===== config.mk =====
export PLATFORM = sky130hd
export DESIGN_NAME = pc_next_unit_flat
export DESIGN_NICKNAME = d
export VERILOG_FILES = /design/src/rtl/riscv_pkg.sv /design/src/rtl/pc_next_unit_if.sv /design/src/rtl/branch_cond_eval.sv /design/src/rtl/pc_next_unit.sv /design/src/flat_wrapper.sv
export SDC_FILE = /design/constraint.sdc
export NUM_CORES = 1
export LEC_CHECK = 0
export BUFFER_PORTS_ARGS = -buffer_cell sky130_fd_sc_hd__buf_2
export CAP_MARGIN = 30
export CORE_MARGIN = 2
export CORE_UTILIZATION = 61
export CTS_CLUSTER_DIAMETER = 50
export DETAILED_ROUTE_END_ITERATION = 8
export MAX_ROUTING_LAYER = met4
export PLACE_DENSITY = 0.88
export RECOVER_POWER = 25
export SLEW_MARGIN = 10
export SYNTH_ARGS = -nofsm -noshare
export SYNTH_HDL_FRONTEND = slang
export SYNTH_SLANG_ARGS = --single-unit

===== constraint.sdc =====
create_clock -name clk -period 6.85 [get_ports clk]
set_clock_uncertainty 0.2 [all_clocks]
set_input_delay 1.7125 -clock clk [delete_from_list [all_inputs] [get_ports clk]]
set_output_delay 1.7125 -clock clk [all_outputs]
set_load 0.01 [all_outputs]

===== src/rtl/riscv_pkg.sv =====
// Shared RV32I decode helpers: opcode/funct3 constants, instruction class, immediate extraction.
package riscv_pkg;

    localparam int unsigned ILEN = 32;

    localparam logic [6:0] OPC_BRANCH = 7'b1100011;
    localparam logic [6:0] OPC_JAL    = 7'b1101111;
    localparam logic [6:0] OPC_JALR   = 7'b1100111;

    localparam logic [2:0] F3_BEQ  = 3'b000;
    localparam logic [2:0] F3_BNE  = 3'b001;
    localparam logic [2:0] F3_BLT  = 3'b100;
    localparam logic [2:0] F3_BGE  = 3'b101;
    localparam logic [2:0] F3_BLTU = 3'b110;
    localparam logic [2:0] F3_BGEU = 3'b111;

    typedef enum logic [1:0] {
        INSTR_SEQ,
        INSTR_BRANCH,
        INSTR_JAL,
        INSTR_JALR
    } instr_kind_e;

    function automatic instr_kind_e decode_kind(input logic [6:0] opc);
        instr_kind_e kind;
        kind = INSTR_SEQ;
        case (opc)
            OPC_BRANCH: kind = INSTR_BRANCH;
            OPC_JAL:    kind = INSTR_JAL;
            OPC_JALR:   kind = INSTR_JALR;
            default:    kind = INSTR_SEQ;
        endcase
        return kind;
    endfunction

    function automatic logic [ILEN-1:0] imm_b(input logic [ILEN-1:0] instr);
        return {{19{instr[31]}}, instr[31], instr[7], instr[30:25], instr[11:8], 1'b0};
    endfunction

    function automatic logic [ILEN-1:0] imm_j(input logic [ILEN-1:0] instr);
        return {{11{instr[31]}}, instr[31], instr[19:12], instr[20], instr[30:21], 1'b0};
    endfunction

    function automatic logic [ILEN-1:0] imm_i(input logic [ILEN-1:0] instr);
        return {{20{instr[31]}}, instr[31:20]};
    endfunction

endpackage


===== src/rtl/pc_next_unit_if.sv =====
// Decode/compare side to PC unit bundle; master drives the instruction, slave owns the PC.
interface pc_next_unit_if #(
    parameter int unsigned XLEN  = 32,
    parameter int unsigned CNT_W = 16
);
    logic [31:0]      Instruccion;
    logic             instr_valid;
    logic             stall;
    logic             trap_req;
    logic [XLEN-1:0]  rs1_val;
    logic             Cero;
    logic             lt;
    logic             ltu;

    logic [XLEN-1:0]  pc;
    logic [XLEN-1:0]  link_addr;
    logic             taken;
    logic             flush;
    logic             misaligned;
    logic [CNT_W-1:0] branch_cnt;
    logic [CNT_W-1:0] taken_cnt;

    modport master (
        output Instruccion, instr_valid, stall, trap_req, rs1_val, Cero, lt, ltu,
        input  pc, link_addr, taken, flush, misaligned, branch_cnt, taken_cnt
    );

    modport slave (
        input  Instruccion, instr_valid, stall, trap_req, rs1_val, Cero, lt, ltu,
        output pc, link_addr, taken, flush, misaligned, branch_cnt, taken_cnt
    );
endinterface


===== src/rtl/branch_cond_eval.sv =====
// Combinational RV32I branch condition from funct3 and the comparator flags.
module branch_cond_eval
    import riscv_pkg::*;
(
    input  logic [2:0] funct3_i,
    input  logic       cero_i,
    input  logic       lt_i,
    input  logic       ltu_i,
    output logic       cond_c_o
);

    // funct3 010/011 are reserved encodings and never redirect
    always_comb begin
        cond_c_o = 1'b0;
        case (funct3_i)
            F3_BEQ:  cond_c_o = cero_i;
            F3_BNE:  cond_c_o = ~cero_i;
            F3_BLT:  cond_c_o = lt_i;
            F3_BGE:  cond_c_o = ~lt_i;
            F3_BLTU: cond_c_o = ltu_i;
            F3_BGEU: cond_c_o = ~ltu_i;
            default: cond_c_o = 1'b0;
        endcase
    end

endmodule


===== src/rtl/pc_next_unit.sv =====
// Program-counter register with branch/jump/trap next-PC selection,
// misaligned-target fault and saturating branch statistics.
module pc_next_unit
    import riscv_pkg::*;
#(
    parameter int unsigned     XLEN         = 32,
    parameter logic [XLEN-1:0] RESET_VECTOR = XLEN'(32'h0000_0000),
    parameter logic [XLEN-1:0] TRAP_VECTOR  = XLEN'(32'h0000_0100),
    parameter int unsigned     CNT_W        = 16
) (
    input  logic          clk,
    input  logic          rst_n,
    pc_next_unit_if.slave pc_if
);

    instr_kind_e      kind_c;
    logic             cond_c;
    logic             taken_c;
    logic             misalign_c;
    logic             count_en_c;
    logic [XLEN-1:0]  seq_pc_c;
    logic [XLEN-1:0]  jalr_sum_c;
    logic [XLEN-1:0]  target_c;

    logic [XLEN-1:0]  pc_q,       pc_d;
    logic             flush_q,    flush_d;
    logic             mis_q,      mis_d;
    logic [CNT_W-1:0] br_cnt_q,   br_cnt_d;
    logic [CNT_W-1:0] tk_cnt_q,   tk_cnt_d;

    assign kind_c = decode_kind(pc_if.Instruccion[6:0]);

    branch_cond_eval u_cond (
        .funct3_i (pc_if.Instruccion[14:12]),
        .cero_i   (pc_if.Cero),
        .lt_i     (pc_if.lt),
        .ltu_i    (pc_if.ltu),
        .cond_c_o (cond_c)
    );

    assign seq_pc_c   = pc_q + XLEN'(4);
    assign jalr_sum_c = pc_if.rs1_val + XLEN'($signed(imm_i(pc_if.Instruccion)));

    // Redirect target; all sums wrap modulo 2^XLEN
    always_comb begin
        target_c = seq_pc_c;
        case (kind_c)
            INSTR_BRANCH: target_c = pc_q + XLEN'($signed(imm_b(pc_if.Instruccion)));
            INSTR_JAL:    target_c = pc_q + XLEN'($signed(imm_j(pc_if.Instruccion)));
            INSTR_JALR:   target_c = {jalr_sum_c[XLEN-1:1], 1'b0};
            default:      target_c = seq_pc_c;
        endcase
    end

    assign taken_c = pc_if.instr_valid &
                     ((kind_c == INSTR_JAL) | (kind_c == INSTR_JALR) |
                      ((kind_c == INSTR_BRANCH) & cond_c));
    assign misalign_c = (target_c[1:0] != 2'b00);
    assign count_en_c = pc_if.instr_valid & ~pc_if.stall & ~pc_if.trap_req &
                        (kind_c == INSTR_BRANCH);

    // Next-PC priority: trap > stall > invalid > misaligned > taken > sequential
    always_comb begin
        pc_d     = pc_q;
        flush_d  = 1'b0;
        mis_d    = 1'b0;
        br_cnt_d = br_cnt_q;
        tk_cnt_d = tk_cnt_q;

        if (pc_if.trap_req) begin
            pc_d    = TRAP_VECTOR;
            flush_d = 1'b1;
        end else if (pc_if.stall || !pc_if.instr_valid) begin
            pc_d = pc_q;
        end else if (taken_c && misalign_c) begin
            pc_d    = TRAP_VECTOR;
            mis_d   = 1'b1;
            flush_d = 1'b1;
        end else if (taken_c) begin
            pc_d    = target_c;
            flush_d = 1'b1;
        end else begin
            pc_d = seq_pc_c;
        end

        // Saturating statistics; a misaligned taken branch still counts as taken
        if (count_en_c) begin
            if (br_cnt_q != {CNT_W{1'b1}}) begin
                br_cnt_d = br_cnt_q + CNT_W'(1);
            end
            if (cond_c && (tk_cnt_q != {CNT_W{1'b1}})) begin
                tk_cnt_d = tk_cnt_q + CNT_W'(1);
            end
        end
    end

    always_ff @(posedge clk or negedge rst_n) begin
        if (!rst_n) begin
            pc_q     <= RESET_VECTOR;
            flush_q  <= 1'b0;
            mis_q    <= 1'b0;
            br_cnt_q <= '0;
            tk_cnt_q <= '0;
        end else begin
            pc_q     <= pc_d;
            flush_q  <= flush_d;
            mis_q    <= mis_d;
            br_cnt_q <= br_cnt_d;
            tk_cnt_q <= tk_cnt_d;
        end
    end

    assign pc_if.pc         = pc_q;
    assign pc_if.link_addr  = seq_pc_c;
    assign pc_if.taken      = taken_c;
    assign pc_if.flush      = flush_q;
    assign pc_if.misaligned = mis_q;
    assign pc_if.branch_cnt = br_cnt_q;
    assign pc_if.taken_cnt  = tk_cnt_q;

endmodule


===== src/flat_wrapper.sv =====
// flat-port wrapper written by rule: the top's interface ports become plain ports
module pc_next_unit_flat import riscv_pkg::*;
#(
    parameter int unsigned     XLEN         = 32,
    parameter logic [XLEN-1:0] RESET_VECTOR = XLEN'(32'h0000_0000),
    parameter logic [XLEN-1:0] TRAP_VECTOR  = XLEN'(32'h0000_0100),
    parameter int unsigned     CNT_W        = 16
)
  (clk, rst_n, pc_if_Instruccion, pc_if_instr_valid, pc_if_stall, pc_if_trap_req, pc_if_rs1_val, pc_if_Cero, pc_if_lt, pc_if_ltu, pc_if_pc, pc_if_link_addr, pc_if_taken, pc_if_flush, pc_if_misaligned, pc_if_branch_cnt, pc_if_taken_cnt);
  pc_next_unit_if #(.XLEN(XLEN), .CNT_W(CNT_W)) pc_if_i ();
  input  logic clk;
  input  logic rst_n;
  input wire logic [$bits(pc_if_i.Instruccion)-1:0] pc_if_Instruccion;
  input wire logic [$bits(pc_if_i.instr_valid)-1:0] pc_if_instr_valid;
  input wire logic [$bits(pc_if_i.stall)-1:0] pc_if_stall;
  input wire logic [$bits(pc_if_i.trap_req)-1:0] pc_if_trap_req;
  input wire logic [$bits(pc_if_i.rs1_val)-1:0] pc_if_rs1_val;
  input wire logic [$bits(pc_if_i.Cero)-1:0] pc_if_Cero;
  input wire logic [$bits(pc_if_i.lt)-1:0] pc_if_lt;
  input wire logic [$bits(pc_if_i.ltu)-1:0] pc_if_ltu;
  output wire logic [$bits(pc_if_i.pc)-1:0] pc_if_pc;
  output wire logic [$bits(pc_if_i.link_addr)-1:0] pc_if_link_addr;
  output wire logic [$bits(pc_if_i.taken)-1:0] pc_if_taken;
  output wire logic [$bits(pc_if_i.flush)-1:0] pc_if_flush;
  output wire logic [$bits(pc_if_i.misaligned)-1:0] pc_if_misaligned;
  output wire logic [$bits(pc_if_i.branch_cnt)-1:0] pc_if_branch_cnt;
  output wire logic [$bits(pc_if_i.taken_cnt)-1:0] pc_if_taken_cnt;
  assign pc_if_i.Instruccion = pc_if_Instruccion;
  assign pc_if_i.instr_valid = pc_if_instr_valid;
  assign pc_if_i.stall = pc_if_stall;
  assign pc_if_i.trap_req = pc_if_trap_req;
  assign pc_if_i.rs1_val = pc_if_rs1_val;
  assign pc_if_i.Cero = pc_if_Cero;
  assign pc_if_i.lt = pc_if_lt;
  assign pc_if_i.ltu = pc_if_ltu;
  assign pc_if_pc = pc_if_i.pc;
  assign pc_if_link_addr = pc_if_i.link_addr;
  assign pc_if_taken = pc_if_i.taken;
  assign pc_if_flush = pc_if_i.flush;
  assign pc_if_misaligned = pc_if_i.misaligned;
  assign pc_if_branch_cnt = pc_if_i.branch_cnt;
  assign pc_if_taken_cnt = pc_if_i.taken_cnt;
  pc_next_unit #(.XLEN(XLEN), .RESET_VECTOR(RESET_VECTOR), .TRAP_VECTOR(TRAP_VECTOR), .CNT_W(CNT_W)) u_core (.clk(clk), .rst_n(rst_n), .pc_if(pc_if_i));
endmodule

## After elaboration in Yosys (flattened, before gate mapping)

Index checks and enable logic that the tools add are counted.

| operators by class | value |
|---|---|
| $add $sub $neg | 6 |
| eq/ne operators | 14 |
| reduce and logical (&&, ||, !) cells | 8 |
| multiplexer cells | 14 |
| bitwise logic cells | 12 |

Operator list:

| kind | number |
|---|---|
| 32-bit 2-to-1 mux | 4 |
| 32-bit adder | 3 |
| 32-bit case mux with 3 select lines | 1 |
| 16-bit by 1-bit adder with 16-bit output, second input constant | 2 |
| 32-bit by 3-bit adder with 32-bit output, second input constant | 1 |
| 16-bit != test, second input constant | 2 |
| 7-bit equality test, second input constant | 3 |
| 3-bit equality test, second input constant | 4 |
| 1-bit 2-to-1 mux | 7 |
| 1-bit case mux with 6 select lines | 1 |
| 2-bit case mux with 3 select lines | 1 |
| 1-bit bitwise AND | 5 |
| 1-bit NOT | 5 |
| 2-bit equality test, second input constant | 2 |
| 2-bit AND reduction | 2 |
| 3-bit by 1-bit equality test with 1-bit output, second input constant | 1 |
| 3-bit zero test | 1 |
| 2-bit by 1-bit equality test with 1-bit output, second input constant | 1 |
| 1-bit logical AND | 2 |
| 2-bit != test, second input constant | 1 |
| 1-bit bitwise OR | 2 |
| 2-bit nonzero test | 1 |
| 1-bit zero test | 1 |
| 1-bit logical OR | 1 |

| word-level totals | value |
|---|---|
| flip-flop bits (word level) | 66 |
| output and inout port bits | 99 |
| input port bits | 72 |

## Logic depth before layout (Yosys ltp)

Gate-level depths: netlist (run 1).

| depth | value |
|---|---|
| word-level depth | 10 |
| gate-level depth with buffers | 19 |
| mapped depth without buffers | 18 |

## Modules after synthesis

A second synthesis (run 1) with hierarchy kept.

| unflattened totals | value |
|---|---|
| cell total of the unflattened synthesis | 927 |
| area total of the unflattened synthesis | 7359.6 um2 |

Modules (own cells, without submodules):

| module | area each (um2) | instances | cells an instance |
|---|---|---|---|
| pc_next_unit | 7319.5 | 1 | 922 |
| branch_cond_eval | 40.0 | 1 | 5 |

## Least setup slack after synthesis (run 1)

No wires, ideal clock.

| timing | value |
|---|---|
| path type | in2reg |
| start point | input pc_if_Instruccion[6] |
| end point | register u_core.pc_q[21] (netlist: u_core.pc_if.pc[21]) |
| stages on the path | 19 |
| library setup time | 0.132 ns |
| arrival time | 5.238 ns |
| path buffers | 1 |
| setup slack | 1.280 ns |
| cells stage by stage | nor2b_1 > nand4_1 > or2_2 > inv_1 > ha_1 > clkbuf_1 > mux2_2 > ha_1 > inv_1 > fa_1 > nor2b_1 > o21ai_1 > o21a_1 > o311ai_2 > a41oi_1 > o21ai_0 > xor2_1 > a221oi_1 > o21ai_0 |

| between the ends | value |
|---|---|
| cells in the longest elaborated chain, start to end | 10 |
| elaborated cells between the ends (all ways) | 18 |

Ends and longest elaborated chain:

| what | line | text |
|---|---|---|
| start: declaration | flat_wrapper.sv:13 | `input wire logic [$bits(pc_if_i.Instruccion)-1:0] pc_if_Instruccion;` |
| 7-bit equality test | riscv_pkg.sv:27 | `case (opc)` |
| 2-bit case mux with 3 select lines (*) | riscv_pkg.sv:27 |  |
| 2-bit equality test / 2-bit by 1-bit equality test with 1-bit output (equally long branches) | pc_next_unit.sv:47, pc_next_unit.sv:56, pc_next_unit.sv:57 |  |
| 1-bit bitwise OR / 1-bit bitwise AND (equally long branches) | pc_next_unit.sv:56, pc_next_unit.sv:57 |  |
| 1-bit bitwise OR | pc_next_unit.sv:56 | `((kind_c == INSTR_JAL) \| (kind_c == INSTR_JALR) \|` |
| 1-bit bitwise AND | pc_next_unit.sv:55 | `assign taken_c = pc_if.instr_valid &` |
| 32-bit 2-to-1 mux / 1-bit logical AND (equally long branches) | pc_next_unit.sv:79, pc_next_unit.sv:75 |  |
| 32-bit 2-to-1 mux (*) | pc_next_unit.sv:75 | `end else if (taken_c && misalign_c) begin` |
| 32-bit 2-to-1 mux (*) | pc_next_unit.sv:73 | `end else if (pc_if.stall \|\| !pc_if.instr_valid) begin` |
| 32-bit 2-to-1 mux (*) | pc_next_unit.sv:70 | `if (pc_if.trap_req) begin` |
| end signal: assignment | pc_next_unit.sv:105 | `pc_q <= pc_d;` |
| end: declaration | pc_next_unit.sv:25 | `logic [XLEN-1:0] pc_q, pc_d;` |

Mark *: on every way between the ends. The rest lies on a longest branch, timed or not. The select of a mux whose other input is x is not followed.
A chain may end at the register's enable or synchronous reset.

## Worst setup path after layout (run 1)

| timing | value |
|---|---|
| start point | input pc_if_Instruccion[4] |
| end point | register u_core.pc_q[21] (netlist: u_core.pc_if.pc[21]) |

The elaborated chain is that of the path after synthesis.

==> out/qor.txt, run 1 <==
status = finished with violations
violated checks = max-capacitance violations, max-slew violations
Peak Freq = 173.6 MHz
max_cap viols = 1
grt total ovfl = 0
type of origin of the critical path = input pin
share of the synthesized area in the top cell type = 0.2208
Final period util = 0.8408
Worst setup EP type = flip-flop
Setup Viol. Count Final = 0
EDFF count, synth = 0
DRC violation count after routing = 0
Hold Violations, Final = 0
CP startpoint = pc_if_Instruccion[4]
layout cells sized above 1 = 0.2056
reg2reg end = u_core.pc_if.pc[21]
worst hold slack = 0.2822 ns
Iteration-0 DRC Markers = 881
fin nets = 1238
DP HPWL = 18040 µm
DRT Wirelength = 23840 µm
Starting Density = 0.6227
startpoint of the lowest-slack hold path = u_core.pc_if.taken_cnt[12]
CTS hold repair buffers = 0
WS Path Type = in2reg
Synth Net Count = 1087
Sink Count = 66
largest net degree at the start of global routing = 67
worst path required time = 6.87 ns
initial antenna violation count = 1
slew margin rel. = -1.485
PD cells = 138.3 nW/µm²
post-cts gate resize count = 0
All-Layer GR Usage = 0.3732
fill count = 960
Area Growth Syn to Fin = 17.00%
Post-Layout Cell Count = 1247
RR Startpoint = u_core.pc_if.pc[1]
Worst Tran Pin Value = 3.727 ns
worst reg-to-reg setup slack = 3.42 ns
Placed Instances = 1230
CTS Buf Count = 9
DR vias/cell = 6.418
Avg Inst Size Synth = 7.932 µm²
H-tree Lvls = 3
Post-CTS Setup Inserts = 0
leakage power = 4.396 nW
antenna-violating nets left = 0
drt first pass iters = 7
most numerous cell in the Yosys netlist = nand2_1
Mapped Cells = 943
later-pin clock latency in the skew report = 0.35 ns
Core Area = 12010 µm²
Slew Limit Fails = 67
crit path time final = 5.760 ns
crit path capture = u_core.pc_if.pc[21]
Synth area leaders = dfrtp_1, ha_1, xnor2_1, nand2_1, a21oi_1
drt wl/cell = 19.12 µm
ys async rst share = 1.000
Util after Layout = 0.7285
FP Rows = 40
#FFs+latches synth = 66
worst path cell trace = buf_2, nor2b_1, nand4_1, nor2_1, inv_1, ha_1, buf_4, mux2_2, ha_1, inv_1, fa_1, nor2b_1, o21ai_1, o21a_1, o311ai_2, a41oi_1, o21ai_0, xor2_1, a221oi_1, o21ai_0
routability cong. = 0.9958
post-synthesis sequential area ratio = 0.2208
clk root buf = clkbuf_16
synth cell count leaders = nand2_1, a21oi_1, xnor2_1
TritonCTS clock tree = built
first-pass GRT wire length = 37780 µm
Die X = 114.7 µm
Die Y = 114.7 µm
full die area = 13160 µm²
Critical Path Max Stage Delay = 0.42 ns
CP max-delay cell = o311ai_2
IR drop worst, VDD = 0.09027 mV
Cell variety after synth = 72
number of global-route vias before repair = 7528
unrepaired setup endpoints after global routing = no
via count = 8003
reg2reg path depth = 12
setup TNS = 0 ns
Syn. warnings = 0
number of I/O pins = 171
synthesized area = 7480 µm²
worst path arrival time = 5.78 ns
clock slew at reported path FFs = 0.07 ns
buffers added on ports = 170
Hold WC Path Type = reg2reg
leading area contributor after synthesis = dfrtp_1
Critical Path Fanout Max = 14
Post-synth top flop = dfrtp_1
Clock Tree Buf Depth = 2
Power, Total = 1.210 mW
-- worst min path at each step --
stage | to | slack, ns | depth (start not counted)
detailed placement | u_core.pc_if.branch_cnt[12] | 0.28 | 1
finish | u_core.pc_if.taken_cnt[12] | 0.28 | 1
global placement | u_core.pc_if.taken_cnt[4] | 0.27 | 1
floorplan | u_core.pc_if.taken_cnt[4] | 0.32 | 1
CTS | u_core.pc_if.taken_cnt[12] | 0.29 | 1
global route | u_core.pc_if.branch_cnt[14] | 0.30 | 1
-- stage by stage --
step                instance area [µm²]  worst slack, ns
CTS                                8752            1.169
global route                       8751           0.7544
floorplan                          7480            1.280
finish                             8751            1.090
detailed placement                 8427           0.8856
global placement                   8427            1.048
-- final cells by class --
| type | count | area [µm²] | area share |
|---|---|---|---|
| timing repair buffer | 180 | 922.1 | 0.1054 |
| tap | 147 | 183.9 | 0.02102 |
| inverter | 26 | 97.59 | 0.01115 |
| multi-input combinational | 811 | 5568 | 0.6363 |
| sequential | 66 | 1652 | 0.1887 |
| clock buffer | 9 | 225.2 | 0.02574 |
| clock inverter | 7 | 100.1 | 0.01144 |
| antenna | 1 | 2.502 | 0.0002860 |
-- placed cells by master (no fill, tap or decap), types with 8 or more instances in the layout --
cell	count
nand4_1	29
o21bai_1	11
xnor2_1	72
mux2_2	8
and3_1	14
nand3_1	34
and2_1	10
o221ai_1	9
buf_4	9
a21oi_1	84
nand2_1	122
xor2_1	34
clkbuf_16	9
mux2i_1	11
inv_1	26
buf_2	170
nor2_1	58
dfrtp_1	66
ha_1	70
a221oi_1	11
a21o_1	30
nor3_1	8
o21ai_0	66
-- metal layers --
layer,vias up,track usage,share of wire
met5,-,-,0
met4,0,0.2016,0.054
met3,85,0.06168,0.082
met2,426,0.5929,0.46
met1,3712,0.4549,0.41
li1,3780,-,-
-- sequential cells by signal, summed over array words and instances (netlist names) --
name,count
u_core.pc_if.flush,1
u_core.pc_if.misaligned,1
u_core.pc_if.pc,32
u_core.pc_if.taken_cnt,16
u_core.pc_if.branch_cnt,16
-- critical path, delay by kind of cell --
kind	cells	cell delay [ns]
xor gates and xnor gates	1	0.11
adders and majority gates	3	0.82
buffers and inverters	4	0.50
muxes	1	0.25
AOI/OAI and AO/OA	7	1.75
and+or+nand+nor	4	0.64
-- kinds of logic (layout without fill, tap and decap cells) --
| logic type | after synthesis | in the layout | share of synthesized area |
|---|---|---|---|
| and+or+nand+nor | 322 | 322 | 0.2093 |
| buffers and inverters | 66 | 222 | 0.03596 |
| xor gates and xnor gates | 106 | 106 | 0.1241 |
| DFF | 66 | 66 | 0.2208 |
| other | 0 | 1 | 0 |
| AOI/OAI and AO/OA | 292 | 292 | 0.2606 |
| adders and majority gates | 72 | 72 | 0.1224 |
| muxes | 19 | 19 | 0.02677 |
-- power by group --
part	internal (mW)	switching (mW)
logic	0.113	0.182
registers	0.392	0.00259
clock network	0.322	0.199
total	0.827	0.384
No activity file was read; power rests on OpenSTA's default activity.
==> inputs of run 2 (changes only) <==
--- a/config.mk
+++ b/config.mk
@@ -5,14 +5,15 @@
 export SDC_FILE = /design/constraint.sdc
 export NUM_CORES = 1
 export LEC_CHECK = 0
+export ABC_AREA = 1
 export BUFFER_PORTS_ARGS = -buffer_cell sky130_fd_sc_hd__buf_2
 export CAP_MARGIN = 30
 export CORE_MARGIN = 2
-export CORE_UTILIZATION = 61
+export CORE_UTILIZATION = 58
 export CTS_CLUSTER_DIAMETER = 50
 export DETAILED_ROUTE_END_ITERATION = 8
 export MAX_ROUTING_LAYER = met4
-export PLACE_DENSITY = 0.88
+export PLACE_DENSITY = 0.82
 export RECOVER_POWER = 25
 export SLEW_MARGIN = 10
 export SYNTH_ARGS = -nofsm -noshare
==> constraint.sdc (replaced) <==
create_clock -name clk -period 5.92 [get_ports clk]
set_clock_uncertainty 0.2 [all_clocks]
set_input_delay 1.48 -clock clk [delete_from_list [all_inputs] [get_ports clk]]
set_output_delay 1.48 -clock clk [all_outputs]
set_load 0.01 [all_outputs]
==> run 2 against run 1 <==
The flow still finishes with violations (max-capacitance violations, max-slew violations). Die area is 30% higher. Worst hold slack improved by 0.020 ns. Clock-buffer cell count up 2. Non-clock buffer count is 3 lower. Via count is 38% higher. Total power increased by 16%. Synthesized cell count up 78%. Sequential share of layout area down 3.5 points. Critical path depth is 3 higher. Clock power up 9.8%. Register-to-register slack worse by 0.24 ns. Largest cell class unchanged. Largest power group unchanged.
==> out/qor.txt, run 2 <==
type of origin of the critical path = input pin
most numerous cell in the Yosys netlist = nand2_1
Hold Violations, Final = 0
FP Rows = 46
Post-Layout Cell Count = 2070
worst hold slack = 0.3018 ns
later-pin clock latency in the skew report = 0.35 ns
fill count = 1525
Post-synth top flop = dfrtp_1
Clock Tree Buf Depth = 2
violated checks = max-capacitance violations, max-slew violations
Finished Cell Area = 10740 µm²
Synth area leaders = nand2_1, dfrtp_1, inv_1, ha_1, nand3_1
DRT Wirelength = 31320 µm
Hold WC Path Type = reg2reg
CP max-delay cell = nor2_1
Area Growth Syn to Fin = 14.94%
synthesized area = 9346 µm²
DP HPWL = 25920 µm
fin nets = 1992
most frequent cells in the layout = nand2_1, inv_1, buf_2, nand3_1, nor2_1
DR vias/cell = 5.331
Slew Limit Fails = 58
synth cell count leaders = nand2_1, inv_1, nand3_1
Peak Freq = 204.2 MHz
CTS hold repair buffers = 0
first-pass GRT wire length = 48760 µm
Sink Count = 66
initial antenna violation count = 1
most common cell after layout, fill and taps aside = nand2_1
Core Area = 15830 µm²
cell family with most CP delay = simple AND/OR/NAND/NOR gates
Critical Path Max Stage Delay = 0.40 ns
Critical Path Fanout Max = 12
H-tree Lvls = 3
Util after Layout = 0.6787
slew margin rel. = -1.231
All-Layer GR Usage = 0.3751
clk root buf = clkbuf_16
leading area contributor after synthesis = nand2_1
area post-placement = 10430 µm²
clock slew at reported path FFs = 0.06 ns
worst path required time = 5.96 ns
Synth Net Count = 1823
max_cap viols = 1
via count = 11036
post-cts gate resize count = 0
full die area = 17150 µm²
Worst Tran Pin Value = 3.347 ns
worst reg-to-reg setup slack = 3.18 ns
DRC violation count after routing = 0
Die Y = 130.9 µm
Final period util = 0.8273
Setup Viol. Count Final = 0
status = finished with violations
EDFF count, synth = 0
Syn. warnings = 0
unrepaired setup endpoints after global routing = no
post-synthesis sequential area ratio = 0.1767
crit path time final = 4.898 ns
ys async rst share = 1.000
largest net degree at the start of global routing = 58
Worst setup EP type = flip-flop
Post-CTS Setup Inserts = 0
PD cells = 130.2 nW/µm²
Die X = 130.9 µm
worst path arrival time = 4.94 ns
setup TNS = 0 ns
Iteration-0 DRC Markers = 1045
number of flip-flops in the largest register = 32
Mapped Cells = 1679
CP most frequent cell = nand2_1
worst path cell trace = buf_2, nand2_1, nor2_1, inv_1, nor3_1, inv_1, ha_1, buf_4, nor2_1, a21oi_1, ha_1, nand2_1, nor2_1, and3_1, nand2_1, nand2_1, nand2_1, nand2_1, nand2_1, nand3_1, nand3_1, nand2_1, nand2_1
drt first pass iters = 5
crit path buf inv count = 4
layout cells sized above 1 = 0.1203
WS Path Type = in2reg
drt wl/cell = 15.13 µm
IR drop worst, VDD = 0.1421 mV
leakage power = 6.591 nW
number of global-route vias before repair = 9805
TritonCTS clock tree = built
routability cong. = 1.045
grt total ovfl = 0
share of the synthesized area in the top cell type = 0.2566
number of I/O pins = 171
Cell variety after synth = 43
Placed Instances = 2053
CTS Buf Count = 9
Starting Density = 0.5905
buffers added on ports = 170
antenna-violating nets left = 0
#FFs+latches synth = 66
Avg Inst Size Synth = 5.567 µm²
==> run 2: changes by cell type after synthesis, moves of 12 or more <==
cell and delta:
nand2_1 +517, inv_1 +289, nand3_1 +112, nor2_1 +77, xnor2_1 -59, o21ai_0 -36, a21o_1 -25, clkbuf_1 -20
nor3_1 +19, nand4_1 -14, and3_1 -12
==> run 2: worst register-to-register path, delay by kind of cell, from the launching register on <==
family,cells,cell delay [ns]
flip-flops,1,0.53
AO/OA/AOI/OAI,1,0.16
adder cells (fa/ha/maj),1,0.45
buffers and inverters,3,0.44
AND/OR/NAND/NOR,9,0.86
==> run 2: layout make-up <==
type | instances | area, µm² | share of cell area
multi-input cells | 1272 | 6397 | 0.5955
flip-flops and latches | 66 | 1652 | 0.1537
inverters | 322 | 1209 | 0.1125
repair buffers | 177 | 898.4 | 0.08362
well taps | 216 | 270.3 | 0.02516
clock buffers | 11 | 252.7 | 0.02353
clock inverters | 5 | 61.31 | 0.005707
diodes | 1 | 2.502 | 0.0002329
==> run 2: kinds of logic (layout without fill, tap and decap cells) <==
family                   after synthesis  after routing  synth area share
flip-flops                            66             66            0.1767
multiplexers                           4              4          0.004819
other                                  0              1                 0
AND/OR/NAND/NOR                     1016           1016            0.4598
XOR/XNOR                              53             53           0.04967
buffers and inverters                341            515            0.1388
AO/OA/AOI/OAI                        127            127           0.07215
adder cells (fa/ha/maj)               72             72           0.09799
==> run 2: layer usage <==
metal  vias to the layer above  track usage  part of all wire
li1                       5552            -                 -
met1                      4928       0.4673              0.41
met2                       495       0.6239              0.47
met3                        61      0.05578             0.087
met4                         0       0.1245             0.029
met5                         -            -                 0
==> run 2: where the power goes <==
part,switching (mW),total (mW),internal [mW]
Clock,0.221,0.572,0.351
Sequential,0.00468,0.460,0.455
Combinational,0.245,0.368,0.123
==> run 2: metrics by stage <==
stage          power (mW)  setup WS (ns)
2_1_floorplan      0.7107          1.453
6_report            1.399          1.022
4_1_cts             1.396          1.119
3_5_place_dp       0.8289         0.7600
3_3_place_gp       0.8219         0.8146
5_1_grt             1.471         0.4963
==> run 2: path summary, 6_finish.rpt <==
kind                       cells past startpoint                         from                           to
hold / removal                                 1  u_core.pc_if.branch_cnt[14]  u_core.pc_if.branch_cnt[14]
setup reg to reg                              14           u_core.pc_if.pc[2]          u_core.pc_if.pc[17]
min in group asynchronous                      1                        rst_n   u_core.pc_if.branch_cnt[5]
setup / recovery                              23         pc_if_Instruccion[6]          u_core.pc_if.pc[30]
max in group asynchronous                      2                        rst_n           u_core.pc_if.pc[2]
hold reg to reg                                1  u_core.pc_if.branch_cnt[14]  u_core.pc_if.branch_cnt[14]
